$ cat src/rtl/sail_mem_pkg.sv
// Shared definitions for the store buffer: access-code bit positions, FIFO entry
// layout, memory-port FSM states and load-path decisions.
package sail_mem_pkg;

  localparam int ADDR_W = 32;
  localparam int DATA_W = 32;
  localparam int MASK_W = 4;

  localparam int MASK_BYTE   = 0;
  localparam int MASK_HALF   = 1;
  localparam int MASK_WORD   = 2;
  localparam int MASK_SIGNED = 3;

  typedef struct packed {
    logic [ADDR_W-1:0] addr;
    logic [DATA_W-1:0] wdata;
    logic [MASK_W-1:0] sign_mask;
  } sb_entry_t;

  typedef enum logic [1:0] {
    PORT_IDLE,
    PORT_RD_WAIT,
    PORT_WR_WAIT
  } port_state_t;

  typedef enum logic [1:0] {
    LOAD_ISSUE,
    LOAD_DRAIN,
    LOAD_FORWARD
  } load_path_t;

endpackage

$ cat src/rtl/store_buffer_fifo.sv
// Circular store FIFO: entry storage, head/tail/count bookkeeping and a per-slot
// word-address match vector against a probe address (only live slots can match).
module store_buffer_fifo
  import sail_mem_pkg::*;
#(
  parameter int DEPTH = 4,
  parameter int PTR_W = $clog2(DEPTH)
) (
  input  logic              clk,
  input  logic              reset,
  input  logic              push,
  input  logic              pop,
  input  sb_entry_t         push_entry,
  input  logic [ADDR_W-3:0] probe_word,
  output sb_entry_t         entries [DEPTH],
  output logic [PTR_W-1:0]  head,
  output logic [PTR_W:0]    count,
  output logic [DEPTH-1:0]  match
);

  sb_entry_t        store [DEPTH];
  logic [PTR_W-1:0] tail;

  // Storage holds no reset: slots only become visible through count.
  always_ff @(posedge clk) begin
    if (push) store[tail] <= push_entry;
  end

  always_ff @(posedge clk or posedge reset) begin
    if (reset) begin
      head  <= '0;
      tail  <= '0;
      count <= '0;
    end else begin
      if (push) tail <= tail + PTR_W'(1);
      if (pop)  head <= head + PTR_W'(1);
      case ({push, pop})
        2'b10:   count <= count + (PTR_W+1)'(1);
        2'b01:   count <= count - (PTR_W+1)'(1);
        default: count <= count;
      endcase
    end
  end

  // A slot is live when its distance from head is below count.
  always_comb begin
    match = '0;
    for (int i = 0; i < DEPTH; i++) begin
      match[i] = ({1'b0, PTR_W'(i) - head} < count) &&
                 (store[i].addr[ADDR_W-1:2] == probe_word);
    end
  end

  assign entries = store;

endmodule

$ cat src/rtl/store_buffer.sv
// Posted-store buffer between the core load/store path and data memory.
// Define STORE_BUFFER_FWD_EN to serve word loads from a matching buffered word store.
module store_buffer
  import sail_mem_pkg::*;
#(
  parameter int DEPTH = 4,
  parameter int PTR_W = $clog2(DEPTH)
) (
  input  logic              clk,
  input  logic              reset,
  input  logic              core_memwrite,
  input  logic              core_memread,
  input  logic [ADDR_W-1:0] core_addr,
  input  logic [DATA_W-1:0] core_wdata,
  input  logic [MASK_W-1:0] core_sign_mask,
  output logic [DATA_W-1:0] core_rdata,
  output logic              core_stall,
  output logic              mem_req,
  output logic              mem_we,
  output logic [ADDR_W-1:0] mem_addr,
  output logic [DATA_W-1:0] mem_wdata,
  output logic [MASK_W-1:0] mem_sign_mask,
  input  logic              mem_ready,
  input  logic [DATA_W-1:0] mem_rdata,
  output logic              sb_empty
);

  sb_entry_t        entries [DEPTH];
  sb_entry_t        head_entry;
  sb_entry_t        txn;
  logic [PTR_W-1:0] head;
  logic [PTR_W:0]   count;
  logic [DEPTH-1:0] match;
  logic             push, pop, full, any_match;
  logic             load_done, load_armed, load_pending;
  logic             fwd_hit, fwd_fire;
  logic             launch_rd, launch_wr, rd_done;
  logic             txn_we;
  load_path_t       path;
  port_state_t      state, next_state;

  store_buffer_fifo #(.DEPTH(DEPTH), .PTR_W(PTR_W)) u_fifo (
    .clk        (clk),
    .reset      (reset),
    .push       (push),
    .pop        (pop),
    .push_entry ('{addr: core_addr, wdata: core_wdata, sign_mask: core_sign_mask}),
    .probe_word (core_addr[ADDR_W-1:2]),
    .entries    (entries),
    .head       (head),
    .count      (count),
    .match      (match)
  );

  assign full         = (count == (PTR_W+1)'(DEPTH));
  assign sb_empty     = (count == '0);
  assign push         = core_memwrite & ~full;
  assign head_entry   = entries[head];
  assign any_match    = |match;
  assign load_pending = core_memread & ~load_done;
  assign core_stall   = (core_memwrite & full) | (core_memread & ~load_done);

`ifdef STORE_BUFFER_FWD_EN
  logic [PTR_W-1:0]  fwd_idx;
  logic [DATA_W-1:0] fwd_data;

  // Walk oldest to youngest so the last live match wins.
  always_comb begin
    fwd_idx = head;
    for (int k = 0; k < DEPTH; k++) begin
      if (match[head + PTR_W'(k)]) fwd_idx = head + PTR_W'(k);
    end
  end

  assign fwd_hit  = any_match & core_sign_mask[MASK_WORD] & entries[fwd_idx].sign_mask[MASK_WORD];
  assign fwd_data = entries[fwd_idx].wdata;
`else
  assign fwd_hit = 1'b0;
`endif

  always_comb begin
    path = LOAD_ISSUE;
    if (fwd_hit)        path = LOAD_FORWARD;
    else if (any_match) path = LOAD_DRAIN;
  end

  assign fwd_fire = load_pending & (path == LOAD_FORWARD);

  always_ff @(posedge clk or posedge reset) begin
    if (reset) state <= PORT_IDLE;
    else       state <= next_state;
  end

  // A load only launches once armed, i.e. one cycle after it was first seen.
  always_comb begin
    next_state = state;
    mem_req    = 1'b0;
    launch_rd  = 1'b0;
    launch_wr  = 1'b0;
    pop        = 1'b0;
    rd_done    = 1'b0;
    case (state)
      PORT_IDLE: begin
        if (load_armed && load_pending && path == LOAD_ISSUE) begin
          launch_rd  = 1'b1;
          mem_req    = 1'b1;
          next_state = PORT_RD_WAIT;
        end else if (count != '0) begin
          launch_wr  = 1'b1;
          mem_req    = 1'b1;
          next_state = PORT_WR_WAIT;
        end
      end
      PORT_RD_WAIT: begin
        if (mem_ready) begin
          rd_done    = 1'b1;
          next_state = PORT_IDLE;
        end
      end
      PORT_WR_WAIT: begin
        if (mem_ready) begin
          pop        = 1'b1;
          next_state = PORT_IDLE;
        end
      end
      default: next_state = PORT_IDLE;
    endcase
  end

  always_comb begin
    mem_we        = txn_we;
    mem_addr      = txn.addr;
    mem_wdata     = txn.wdata;
    mem_sign_mask = txn.sign_mask;
    if (launch_rd) begin
      mem_we        = 1'b0;
      mem_addr      = core_addr;
      mem_wdata     = '0;
      mem_sign_mask = core_sign_mask;
    end else if (launch_wr) begin
      mem_we        = 1'b1;
      mem_addr      = head_entry.addr;
      mem_wdata     = head_entry.wdata;
      mem_sign_mask = head_entry.sign_mask;
    end
  end

  // Transaction fields are held from launch until completion.
  always_ff @(posedge clk or posedge reset) begin
    if (reset) begin
      txn        <= '0;
      txn_we     <= 1'b0;
      load_done  <= 1'b0;
      load_armed <= 1'b0;
      core_rdata <= '0;
    end else begin
      if (launch_rd || launch_wr) begin
        txn_we <= mem_we;
        txn    <= '{addr: mem_addr, wdata: mem_wdata, sign_mask: mem_sign_mask};
      end
      load_done  <= rd_done | fwd_fire;
      load_armed <= load_pending & ~(rd_done | fwd_fire);
      if (rd_done) core_rdata <= mem_rdata;
`ifdef STORE_BUFFER_FWD_EN
      else if (fwd_fire) core_rdata <= fwd_data;
`endif
    end
  end

endmodule
$ cat config.mk
export PLATFORM = sky130hd
export DESIGN_NAME = store_buffer
export DESIGN_NICKNAME = d
export VERILOG_FILES = /design/src/rtl/sail_mem_pkg.sv /design/src/rtl/store_buffer_fifo.sv /design/src/rtl/store_buffer.sv
export SDC_FILE = /design/constraint.sdc
export NUM_CORES = 1
export LEC_CHECK = 0
export BUFFER_PORTS_ARGS = -buffer_cell sky130_fd_sc_hd__buf_2
export CORE_ASPECT_RATIO = 0.5
export CORE_UTILIZATION = 50
export CTS_BUF_LIST = sky130_fd_sc_hd__clkbuf_8
export DETAILED_ROUTE_END_ITERATION = 12
export GPL_TIMING_DRIVEN = 0
export PLACE_DENSITY = 0.76
export SLEW_MARGIN = 25
export SYNTH_ARGS = -nofsm -noshare
export SYNTH_HDL_FRONTEND = slang
export SYNTH_SLANG_ARGS = --single-unit
$ cat constraint.sdc
create_clock -name clk -period 2.9 [get_ports clk]
set_input_delay 0.145 -clock clk [delete_from_list [all_inputs] [get_ports clk]]
set_output_delay 0.145 -clock clk [all_outputs]
set_load 0.02 [all_outputs]
==> results of run 1 <==
-- cells in the mapped netlist, drive strengths merged, types with 2 or more instances --
library cell and count:
a21oi 6, a22o 64, a2bb2oi 36, and2 7, buf 59, clkbuf 32
dfrtp 112, edfxtp 272, ha 12, inv 15, mux2 32, mux4 68
nand2 41, nand2b 2, nand3 147, nand4 7, nor2 6, nor2b 2
nor3 6, nor4 25, o21a 2, xnor2 13, xor2 114
-- routing by layer --
layer  global-route usage  vias up  wire length [µm]
met1                0.351     6051             18400
met4               0.0796        2              1190
met3               0.0514      105              4150
met5                    0        -                13
li1                     -     5033                 -
met2                0.467      661             24600
-- sequential cells by signal (all words and copies together) (netlist names) --
name and flops:
u_fifo.count 3, txn_we 1, u_fifo.tail 2, core_rdata 32, txn 68, load_armed 1
load_done 1, state 2, u_fifo.head 2, u_fifo.entries 272
-- cell families after synthesis --
group / count (synthesis) / share of synthesized area
buf+inv: 106 / 0.0321
simple gates: 245 / 0.0719
xor+xnor: 127 / 0.0651
fa+ha+maj: 13 / 0.00996
flops: 384 / 0.642
mux: 101 / 0.111
compound gates: 117 / 0.0677
-- cell type report --
class / instances / area (µm²) / share of cell area
tap: 441 / 552 / 0.0243
buffer: 90 / 739 / 0.0326
clock inverter: 37 / 166 / 0.00734
antenna: 2 / 5.00 / 0.000221
clock buffer: 65 / 895 / 0.0395
timing repair buffer: 344 / 3040 / 0.134
inverter: 15 / 62.6 / 0.00276
sequential: 384 / 11000 / 0.484
multi-input combinational: 603 / 6240 / 0.275
-- through the flow --
step	instance area [µm²]	TNS (ns)	hold slack, ns
2_1_floorplan	17100	0	0.244
3_3_place_gp	18700	-141.66	0.355
3_5_place_dp	18900	-97.69	0.288
4_1_cts	22000	-52.41	0.0124
5_1_grt	22700	-61.09	0.0397
6_report	22700	-54.02	0.0458
-- report_power, final --
part | internal, mW | switching (mW) | leakage (nW) | total, mW
sequential | 7.53 | 0.840 | 3.87 | 8.37
combinational | 6.28 | 7.32 | 4.53 | 13.6
clock | 2.05 | 2.17 | 0.639 | 4.21
total | 15.9 | 10.3 | 9.04 | 26.2
-- worst max-delay path, cell delays in order (launching register included) --
cell and delay [ns]:
dfrtp_1 0.42, buf_8 0.14, buf_12 0.12, xnor2_4 0.17, inv_2 0.06, ha_4 0.26
a31oi_2 0.08, nand4_1 0.10, o311ai_2 0.11, or4_4 0.54, buf_8 0.17, buf_12 0.16
clkbuf_16 0.17, a2bb2oi_2 0.14, nand3_1 0.16, buf_6 0.14
-- repair_timing --
action	in CTS	in global routing
hold buffers	102	0
resized for setup	220	109
buffers inserted	16	4
gates cloned	4	3
endpoints found under the setup margin	141	122
hold endpoints to repair	340	0
pin swaps	55	38
-- worst min path at each step --
stage	startpoint	endpoint	depth (start not counted)
6_report	core_memread	load_armed	3
2_1_floorplan	core_sign_mask[0]	u_fifo.entries[0]	0
3_5_place_dp	reset	core_rdata[7]	2
5_1_grt	core_memread	load_armed	3
4_1_cts	core_memread	load_armed	3
3_3_place_gp	core_wdata[28]	u_fifo.entries[236]	1
==> summary.md, run 1 <==
| Metric | Value |
|---|---|
| H-Tree Depth | 2 |
| Via density per instance | 5.98 |
| Core ar. | around 33,000 µm² |
| Largest net degree at the start of global routing | 43 |
| VDD IR max | about 0.51 mV |
| Routed WL | 48,300 µm |
| Cell accounting for the most synthesized area | edfxtp_1 |
| Max Slew Vio Count | 0 |
| CTS tree | done |
| Setup repair after global routing missed its margin | yes |
| Worst Hold Class | in2reg |
| Final Power | 26.2 mW |
| Number of max-cap violations | 0 |
| Cell row count | 47 |
| Final min period | 3.71 ns |
| Synth Register Bits | roughly 380 |
| RD Place Congestion | 0.900 |
| Relative slew slack | 0.306 |
| Status | finished, violations left |
| Drt pass-1 iters | 5 |
| Setup violators final | 88 |
| Share of layout cells above drive strength 1 | 0.386 |
| Die Span X | 263 µm |
| Final worst path period share | 1.28 |
| Vias in the first global route | 12,500 |
| Number of buffers created by CTS | 54 |
| Area Growth Syn to Fin | 32.6% |
| First-pass GRT wire length | 72,000 µm |
| Routed vias | around 12,000 |
| Beginning of the critical path | u_fifo.head[0] |
| Top cells by area, synth | edfxtp_1 (48%), dfrtp_1 (16%), mux4_2 (9.0%) |
| Skew-Pair Late Insertion Delay | 0.65 ns |
| Yosys top cell area share | 0.478 |
| Mapped Cells | 1,093 |
| Starting density of the core | 0.512 |
| Max frequency | between 200 and 300 MHz |
| Yosys cell types | just over 40 |
| Place WS | -0.921 ns |
| Detailed router's first-iteration violation count | 1,243 |
| Number of I/O port buffers | 208 |
| Worst EP arrival | 3.56 ns |
| Slew at the pin closest to its max-slew limit | 1.04 ns |
| Reg-to-reg critical path endpoint | txn[32] |
| CTS Root Cell | clkbuf_8 |
| Post-synth EDFFs | 272 |
| Reg2Reg Depth | 15 |
| Remaining Overflow, GRT | 0 |
| Worst Setup EP | mem_sign_mask[2] |
| Synth Net Count | 1,211 |
| Post-route insts no fill | just under 2,000 |
| WS Path Type | reg2out |
| Reg2Reg Launch Point | u_fifo.head[0] |
| Pwr dens | 1160 nW/µm² |
| Clk sinks | approximately 380 |
| DIE AREA | 35,000 µm² |
| Pleak | 9.04 nW |
| Post-synthesis sequential area ratio | 0.642 |
| Commonest non-fill, non-tap cells in the layout | edfxtp_1 (272), buf_2 (169), xor2_1 (114), dfrtp_1 (112), dlygate4sd3_1 (102) |
| DRC viols | 0 |
| Max FO, Critical Path | 8 |
| GRT Total Usage | 0.271 |
| Cell area after synthesis | between 15,000 and 20,000 µm² |
| Failing checks | negative setup slack |
| WL per Instance | roughly 24 µm |
| R2R Setup Slk | -0.17 ns |
| Worst-path clk slew | about 0.07 ns |
| CTS max path bufs | 3 |
| Routed Antenna Nets | 0 |
| Initial antenna violation count | 4 |
| DP Wirelength | a little under 30,000 µm |
| Post-Route Skew | 0.0481 ns |
| Commonest non-fill, non-tap cell in the layout | edfxtp_1 |
| Die Ht | 133 µm |
| Fillers | 2,097 |
| Worst setup EP type | output pin |
| Top FF cell, synth | edfxtp_1 |
| Final Hold Fails | 0 |
| Crit path required time | around 2.8 ns |
| Final Util | 0.680 |
| CP Launch Type | flop |
| Synth warn | 0 |
| Placed insts | 1,749 |
| Synth async-reset ratio | 0.292 |
| Final worst slack | -0.806 ns |
| Syn avg cell area | 15.6 µm² |
| Final net count | 1,610 |
| Io pins | 209 |
No activity file was read; power rests on OpenSTA's default activity.
==> inputs of run 2 (changes only) <==
- SYNTH_HIERARCHICAL: unset -> 1
==> summary.md, run 2 <==
| Metric | Value |
|---|---|
| Worst Hold Class | in2async (was in2reg) |
| Clk pwr share | 0.175 (was 0.161) |
| Number of max-cap violations | 0 (unchanged) |
| Final worst slack | -0.905 ns (was -0.806 ns) |
| Top FF cell, synth | edfxtp_1 (unchanged) |
| Detailed router's first-iteration violation count | 1,013 (was 1,243) |
| Starting density of the core | 0.513 (was 0.512) |
| Die Ht | 130 µm (was 133 µm) |
| Area Growth Syn to Fin | 31.7% (was 32.6%) |
| Cell accounting for the most synthesized area | edfxtp_1 (unchanged) |
| Reg2Reg Depth | 12 (was 15) |
| Worst setup EP type | output pin (unchanged) |
| Setup repair after global routing missed its margin | yes (unchanged) |
| Via density per instance | 5.81 (was 5.98) |
| Number of I/O port buffers | 208 (unchanged) |
| Number of buffers created by CTS | 54 (unchanged) |
| VDD IR max | 0.537 mV (was 0.506 mV) |
| GRT Total Usage | 0.262 (was 0.271) |
| Combinational power share | 0.487 (was 0.520) |
| Post-route setup TNS | -56.85 ns (was -54.02 ns) |
| Post-synth EDFFs | 272 (unchanged) |
| Routed WL | 44,800 µm (was 48,300 µm) |
| Final worst path period share | 1.31 (was 1.28) |
| Final Hold Fails | 0 (unchanged) |
| Synth async-reset ratio | 0.292 (unchanged) |
| DP Wirelength | 27,800 µm (was 29,500 µm) |
| Die Span X | 258 µm (was 263 µm) |
| Pleak | 8.55 nW (was 9.04 nW) |
| Fillers | 2,067 (was 2,097) |
| Footprint of the multi-input gates | 5750 µm² (was 6240 µm²) |
| WL per Instance | 23.0 µm (was 24.4 µm) |
| Max FFs per register | 272 (unchanged) |
| Worst-case hold slack | 0.0350 ns (was 0.0458 ns) |
| Reg2Reg Launch Point | u_fifo/count[1] (was u_fifo.head[0]) |
| Synth Register Bits | 384 (unchanged) |
| Relative slew slack | 0.444 (was 0.306) |
| Sw frac | 0.392 (was 0.394) |
| Vias in the first global route | 11,500 (was 12,500) |
| Yosys cell types | 39 (was 41) |
| Final Util | 0.676 (was 0.680) |
| Most common cell in the netlist | edfxtp_1 (unchanged) |
| Setup violators final | 80 (was 88) |
| Skew-Pair Late Insertion Delay | 0.65 ns (about the same) |
| Largest net degree at the start of global routing | 38 (was 43) |
| Max FO, Critical Path | 6 (was 8) |
| Synth warn | 6 (was 0) |
| Final Power | 24.2 mW (was 26.2 mW) |
| Synth top cells by count | edfxtp_1 (272), nand2_1 (130), nand3_1 (113) (was edfxtp_1 (272), nand3_1 (147), xor2_1 (114)) |
| Placed insts | 1,726 (was 1,749) |
| Initial antenna violation count | 2 (was 4) |
| Sequential share of power | 0.338 (was 0.320) |
| Crit path required time | 2.76 ns (about the same) |
| Cell row count | 46 (was 47) |
| Final min period | 3.81 ns (was 3.71 ns) |
| Clk sinks | 384 (unchanged) |
| Core ar. | 31,900 µm² (was 33,300 µm²) |
| Max Slew Vio Count | 0 (unchanged) |
| DIE AREA | 33,600 µm² (was 35,000 µm²) |
| Mapped Cells | 1,076 (was 1,093) |
| R2R Setup Slk | -0.17 ns (about the same) |
| Commonest non-fill, non-tap cell in the layout | edfxtp_1 (unchanged) |
| Drt pass-1 iters | 5 (unchanged) |
| Top cells by area, synth | edfxtp_1 (50%), dfrtp_1 (17%), mux4_2 (9.3%) (was edfxtp_1 (48%), dfrtp_1 (16%), mux4_2 (9.0%)) |
| Status | finished, violations left (unchanged) |
| Post-Route Skew | 0.0574 ns (was 0.0481 ns) |
| Io pins | 209 (unchanged) |
| Yosys top cell area share | 0.498 (was 0.478) |
| Cell area after synthesis | 16,400 µm² (was 17,100 µm²) |
| DRC viols | 0 (unchanged) |
| CTS Root Cell | clkbuf_8 (unchanged) |
| Sw power | 9.50 mW (was 10.3 mW) |
| First-pass GRT wire length | 65,800 µm (was 72,000 µm) |
| CTS max path bufs | 3 (unchanged) |
| Post-synthesis sequential area ratio | 0.669 (was 0.642) |
| WS Path Type | reg2out (unchanged) |
| H-Tree Depth | 2 (unchanged) |
| Max frequency | 263 MHz (was 270 MHz) |
| Post-route insts no fill | 1,944 (was 1,981) |
| Reg-to-reg critical path endpoint | txn[34] (was txn[32]) |
| Routed Antenna Nets | 0 (unchanged) |
| Worst-path clk slew | 0.06 ns (was 0.07 ns) |
| Syn avg cell area | 15.2 µm² (was 15.6 µm²) |
| Commonest non-fill, non-tap cells in the layout | edfxtp_1 (272), buf_2 (158), dfrtp_1 (109), xor2_1 (106), dlygate4sd3_1 (103) (was edfxtp_1 (272), buf_2 (169), xor2_1 (114), dfrtp_1 (112), dlygate4sd3_1 (102)) |
| Failing checks | negative setup slack (unchanged) |
| Routed vias | 11,300 (was 11,900) |
| Synth Net Count | 1,194 (was 1,211) |
| RD Place Congestion | 0.916 (was 0.900) |
| Final net count | 1,583 (was 1,610) |
| Int Pwr | 14.7 mW (was 15.9 mW) |
| FF/Latch Area | 11,000 µm² (about the same) |
| CTS tree | done (unchanged) |
| Worst EP arrival | 3.66 ns (was 3.56 ns) |
| CP Launch Type | flop (unchanged) |
| Slew at the pin closest to its max-slew limit | 0.826 ns (was 1.04 ns) |
| Share of layout cells above drive strength 1 | 0.381 (was 0.386) |
| Pwr dens | 1120 nW/µm² (was 1160 nW/µm²) |
| Remaining Overflow, GRT | 0 (unchanged) |
==> run 2: cell types whose count changed after synthesis, moves of 5 or more <==
| cell | previous run | this run |
|---|---|---|
| a2bb2oi_1 | 9 | 0 |
| a21oi_1 | 6 | 61 |
| o22ai_1 | 1 | 6 |
| xnor2_1 | 13 | 19 |
| nand3_1 | 147 | 113 |
| clkbuf_1 | 32 | 16 |
| a2bb2oi_2 | 27 | 0 |
| nor2_1 | 6 | 12 |
| buf_6 | 9 | 4 |
| nand2_1 | 41 | 130 |
| xor2_1 | 114 | 108 |
| buf_2 | 39 | 22 |
| a22o_1 | 64 | 0 |
==> run 2: timing repair <==
action	4_1_cts	5_1_grt
setup endpoints to repair	138	135
cloned	0	3
hold endpoints to repair	456	0
buffers inserted	5	4
gates resized for setup	206	95
hold buffers	103	0
pin swaps	21	7
==> run 2: critical path, stage by stage (launching register included) <==
cell and delay [ns]:
dfrtp_2 0.41, inv_1 0.14, ha_1 0.21, a2111oi_1 0.53
nand4_1 0.26, nor4_4 0.26, nor3_2 0.16, a21oi_4 0.32
buf_8 0.21, buf_12 0.15, o22ai_4 0.07, nor2_1 0.16
buf_4 0.17
==> run 2: layer usage <==
metal / global-route usage / share of wire / vias up / wire length (µm)
li1: - / - / 4825 / -
met1: 0.326 / 0.37 / 5766 / 16700
met2: 0.461 / 0.51 / 580 / 23000
met3: 0.0482 / 0.079 / 121 / 3540
met4: 0.105 / 0.035 / 0 / 1570
met5: 0 / 0 / - / 0
==> run 2: worst max-delay path by stage <==
stage                   startpoint            end  slack [ns]  depth (start not counted)
6_report           u_fifo/count[1]   mem_wdata[0]       -0.91                         12
3_3_place_gp   u_fifo/entries[124]    mem_addr[9]       -0.91                         11
2_1_floorplan       u_fifo/head[0]  mem_wdata[10]        0.21                         11
4_1_cts        u_fifo/entries[132]  mem_wdata[13]       -0.78                         11
3_5_place_dp   u_fifo/entries[125]    mem_addr[9]       -1.01                         11
5_1_grt            u_fifo/count[1]   mem_wdata[0]       -0.96                         12
==> run 2: logic make-up (layout without fill, tap and decap cells) <==
family          count (synthesis)  in the layout  share of synthesized area
compound gates                 82             82                     0.0303
xor+xnor                      127            127                     0.0679
fa+ha+maj                      13             13                     0.0104
buf+inv                        66            500                     0.0200
flops                         384            384                      0.669
mux                           101            101                      0.116
other cells                     0              2                          0
simple gates                  303            303                     0.0861
==> run 2: per-stage QoR <==
stage / setup slack, ns / cell area, µm²
2_1_floorplan: 0.210 / 16400
3_3_place_gp: -0.914 / 18000
3_5_place_dp: -1.01 / 18200
4_1_cts: -0.781 / 21100
5_1_grt: -0.960 / 21600
6_report: -0.905 / 21600
==> run 2: final cells by class <==
class / instances / share of cell area
inverters: 17 / 0.00313
clock inverters: 38 / 0.00991
repair buffers: 333 / 0.126
well taps: 432 / 0.0250
diodes: 2 / 0.000232
multi-input cells: 626 / 0.266
clock buffers: 63 / 0.0402
plain buffers: 49 / 0.0207
flip-flops and latches: 384 / 0.509
==> run 2: power by group through the flow <==
stage | clock (mW) | combinational [mW] | sequential, mW
finish | 4.23 | 11.8 | 8.18
global route | 4.54 | 12.4 | 8.30
detailed placement | 0 | 9.17 | 8.21
floorplan | 0 | 5.89 | 8.34
global placement | 0 | 8.81 | 8.15
CTS | 4.28 | 10.9 | 8.12
==> inputs of run 3 (changes only) <==
--- a/config.mk
+++ b/config.mk
@@ -13,3 +13,3 @@
 export GPL_TIMING_DRIVEN = 0
-export PLACE_DENSITY = 0.76
+export PLACE_DENSITY = 0.73
 export SLEW_MARGIN = 25
@@ -19 +19,2 @@
 export SYNTH_SLANG_ARGS = --single-unit
+export TNS_END_PERCENT = 100
==> constraint.sdc (replaced) <==
create_clock -name clk -period 3.8 [get_ports clk]
set_input_delay 0.38 -clock clk [delete_from_list [all_inputs] [get_ports clk]]
set_output_delay 0.38 -clock clk [all_outputs]
set_load 0.02 [all_outputs]
==> summary.md, run 3 (synthesis gave the netlist of run 2 again) <==
| Metric | Value |
|---|---|
| Reg-to-reg critical path endpoint | txn[34] (unchanged) |
| Footprint of the multi-input gates | 6010 µm² (was 5750 µm²) |
| Hold_sp | mem_rdata[2] |
| WL per Instance | 22.7 µm (was 23.0 µm) |
| Worst Hold Class | in2reg (was in2async) |
| Die Ht | 130 µm (unchanged) |
| CTS Root Cell | clkbuf_8 (unchanged) |
| Placed insts | 1,724 (was 1,726) |
| Worst setup EP type | output pin (unchanged) |
| CP Launch Type | flop (unchanged) |
| DIE AREA | 33,600 µm² (unchanged) |
| Core ar. | 31,900 µm² (unchanged) |
| Slew at the pin closest to its max-slew limit | 0.901 ns (was 0.826 ns) |
| CTS max path bufs | 3 (unchanged) |
| Final worst path period share | 1.04 |
| Max FO, Critical Path | 6 (unchanged) |
| Share of layout cells above drive strength 1 | 0.409 (was 0.381) |
| Pleak | 8.63 nW (was 8.55 nW) |
| Crit path required time | 3.42 ns (was 2.76 ns) |
| WS Path Type | reg2out (unchanged) |
| Place WS | -0.395 ns (was -1.01 ns) |
| Final net count | 1,559 (was 1,583) |
| CTS tree | done (unchanged) |
| DRC viols | 0 (unchanged) |
| Status | finished, violations left (unchanged) |
| Routed Antenna Nets | 0 (unchanged) |
| Clk sinks | 384 (unchanged) |
| Post-route insts no fill | 1,919 (was 1,944) |
| Relative slew slack | 0.394 (was 0.444) |
| R2R Setup Slk | 0.84 ns (was -0.17 ns) |
| First-pass GRT wire length | 62,900 µm (was 65,800 µm) |
| Commonest non-fill, non-tap cells in the layout | edfxtp_1 (272), buf_2 (153), dfrtp_1 (108), xor2_1 (105), nand2_1 (86) (was edfxtp_1 (272), buf_2 (158), dfrtp_1 (109), xor2_1 (106), dlygate4sd3_1 (103)) |
| Pwr dens | 876 nW/µm² (was 1120 nW/µm²) |
| Die Span X | 258 µm (unchanged) |
| Io pins | 209 (unchanged) |
| Number of max-cap violations | 0 (unchanged) |
| VDD IR max | 0.411 mV (was 0.537 mV) |
| Via density per instance | 5.70 (was 5.81) |
| H-Tree Depth | 2 (unchanged) |
| Final worst slack | -0.145 ns (was -0.905 ns) |
| Worst hold endpoint | core_rdata[2] |
| Area Growth Syn to Fin | 32.1% (was 31.7%) |
| Setup repair after global routing missed its margin | yes (unchanged) |
| Setup violators final | 61 (was 80) |
| Skew-Pair Late Insertion Delay | 0.62 ns (was 0.65 ns) |
| Initial antenna violation count | 1 (was 2) |
| Vias in the first global route | 11,000 (was 11,500) |
| FF/Latch Area | 11,000 µm² (about the same) |
| Worst-path clk slew | 0.07 ns (was 0.06 ns) |
| Worst-case hold slack | 0.0398 ns (was 0.0350 ns) |
| Max frequency | 253 MHz |
| Failing checks | negative setup slack (unchanged) |
| Worst EP arrival | 3.56 ns (was 3.66 ns) |
| Final min period | 3.94 ns |
| Number of buffers created by CTS | 53 (was 54) |
| Max Slew Vio Count | 0 (unchanged) |
| Final Power | 19.0 mW (was 24.2 mW) |
| Max FFs per register | 272 (unchanged) |
| Post-Route Skew | 0.0377 ns (was 0.0574 ns) |
| Routed WL | 43,500 µm (was 44,800 µm) |
| Drt pass-1 iters | 5 (unchanged) |
| Reg2Reg Launch Point | u_fifo/entries[111] (was u_fifo/count[1]) |
| RD Place Congestion | 0.937 (was 0.916) |
| Remaining Overflow, GRT | 0 (unchanged) |
| GRT Total Usage | 0.250 (was 0.262) |
| Number of I/O port buffers | 208 (unchanged) |
| Final Hold Fails | 0 (unchanged) |
| Hold path depth | 2 |
| Detailed router's first-iteration violation count | 976 (was 1,013) |
| Commonest non-fill, non-tap cell in the layout | edfxtp_1 (unchanged) |
| Routed vias | 10,900 (was 11,300) |
| Largest net degree at the start of global routing | 59 (was 38) |
| Fillers | 2,098 (was 2,067) |
| Cell row count | 46 (unchanged) |
| Starting density of the core | 0.513 (unchanged) |
| DP Wirelength | 27,500 µm (was 27,800 µm) |
| Reg2Reg Depth | 13 (was 12) |
## run 3: cell count changes in the layout (fill, tap and decap cells not counted), moves of 8 or more
cell | previous run | this run
nand2_1 | 96 | 86
dlygate4sd3_1 | 103 | 69
nand3_1 | 82 | 71
buf_6 | 51 | 61
nand2_4 | 5 | 21
nand3_2 | 29 | 37
## run 3: repair_timing
item                       4_1_cts  5_1_grt
setup endpoints to repair       70       70
hold buffers                    69        0
pin swaps                        8       45
gates resized for setup        162      214
hold endpoints to repair       236        0
cloned                           0        6
setup buffers                    3       16
## run 3: per-layer routing
layer,share of wire,wire (µm),GRT usage,vias to the layer above
li1,-,-,-,4776
met1,0.39,16900,0.320,5617
met2,0.52,22400,0.445,469
met3,0.074,3200,0.0460,80
met4,0.023,989,0.0647,0
met5,0,0,0,-
## run 3: layout make-up
class,count,area share
multi-input cells,626,0.278
repair buffers,310,0.118
plain buffers,49,0.0207
well taps,432,0.0250
clock buffers,60,0.0381
clock inverters,40,0.0107
flip-flops and latches,384,0.507
inverters,17,0.00318
diodes,1,0.000116
## run 3: power by group
part	switching [mW]	leakage [nW]	internal (mW)
registers	0.474	3.86	5.74
logic	5.35	4.13	4.22
clock network	1.59	0.635	1.59
## run 3: stage by stage
step / area, µm² / setup TNS [ns] / utilization
3_3_place_gp: 18000 / -342.94 / 0.563
3_5_place_dp: 18200 / -11.20 / 0.569
6_report: 21700 / -4.39 / 0.678
2_1_floorplan: 16400 / 0 / -
4_1_cts: 20500 / -3.28 / 0.641
5_1_grt: 21700 / -7.69 / 0.678
## run 3: how the worst max path moves through the flow
stage,startpoint,end,slack [ns],cells after the start
2_1_floorplan,reset,core_rdata[0],0.66,1
3_3_place_gp,u_fifo/count[0],u_fifo/entries[15],-0.91,3
3_5_place_dp,core_addr[21],mem_addr[4],-0.40,11
4_1_cts,u_fifo/entries[129],mem_wdata[15],-0.13,11
5_1_grt,u_fifo/entries[111],mem_addr[25],-0.19,13
6_report,u_fifo/entries[111],mem_addr[25],-0.14,13
## run 3: critical path, stage by stage, from the launching register on
cell       delay, ns
edfxtp_1        0.42
xor2_2          0.20
nor4_4          0.39
nand3_2         0.19
a2111oi_4       0.44
and4bb_4        0.33
a21oi_4         0.15
buf_12          0.14
buf_12          0.14
buf_4           0.12
clkbuf_16       0.13
nand2_1         0.08
nand3_2         0.09
buf_6           0.13
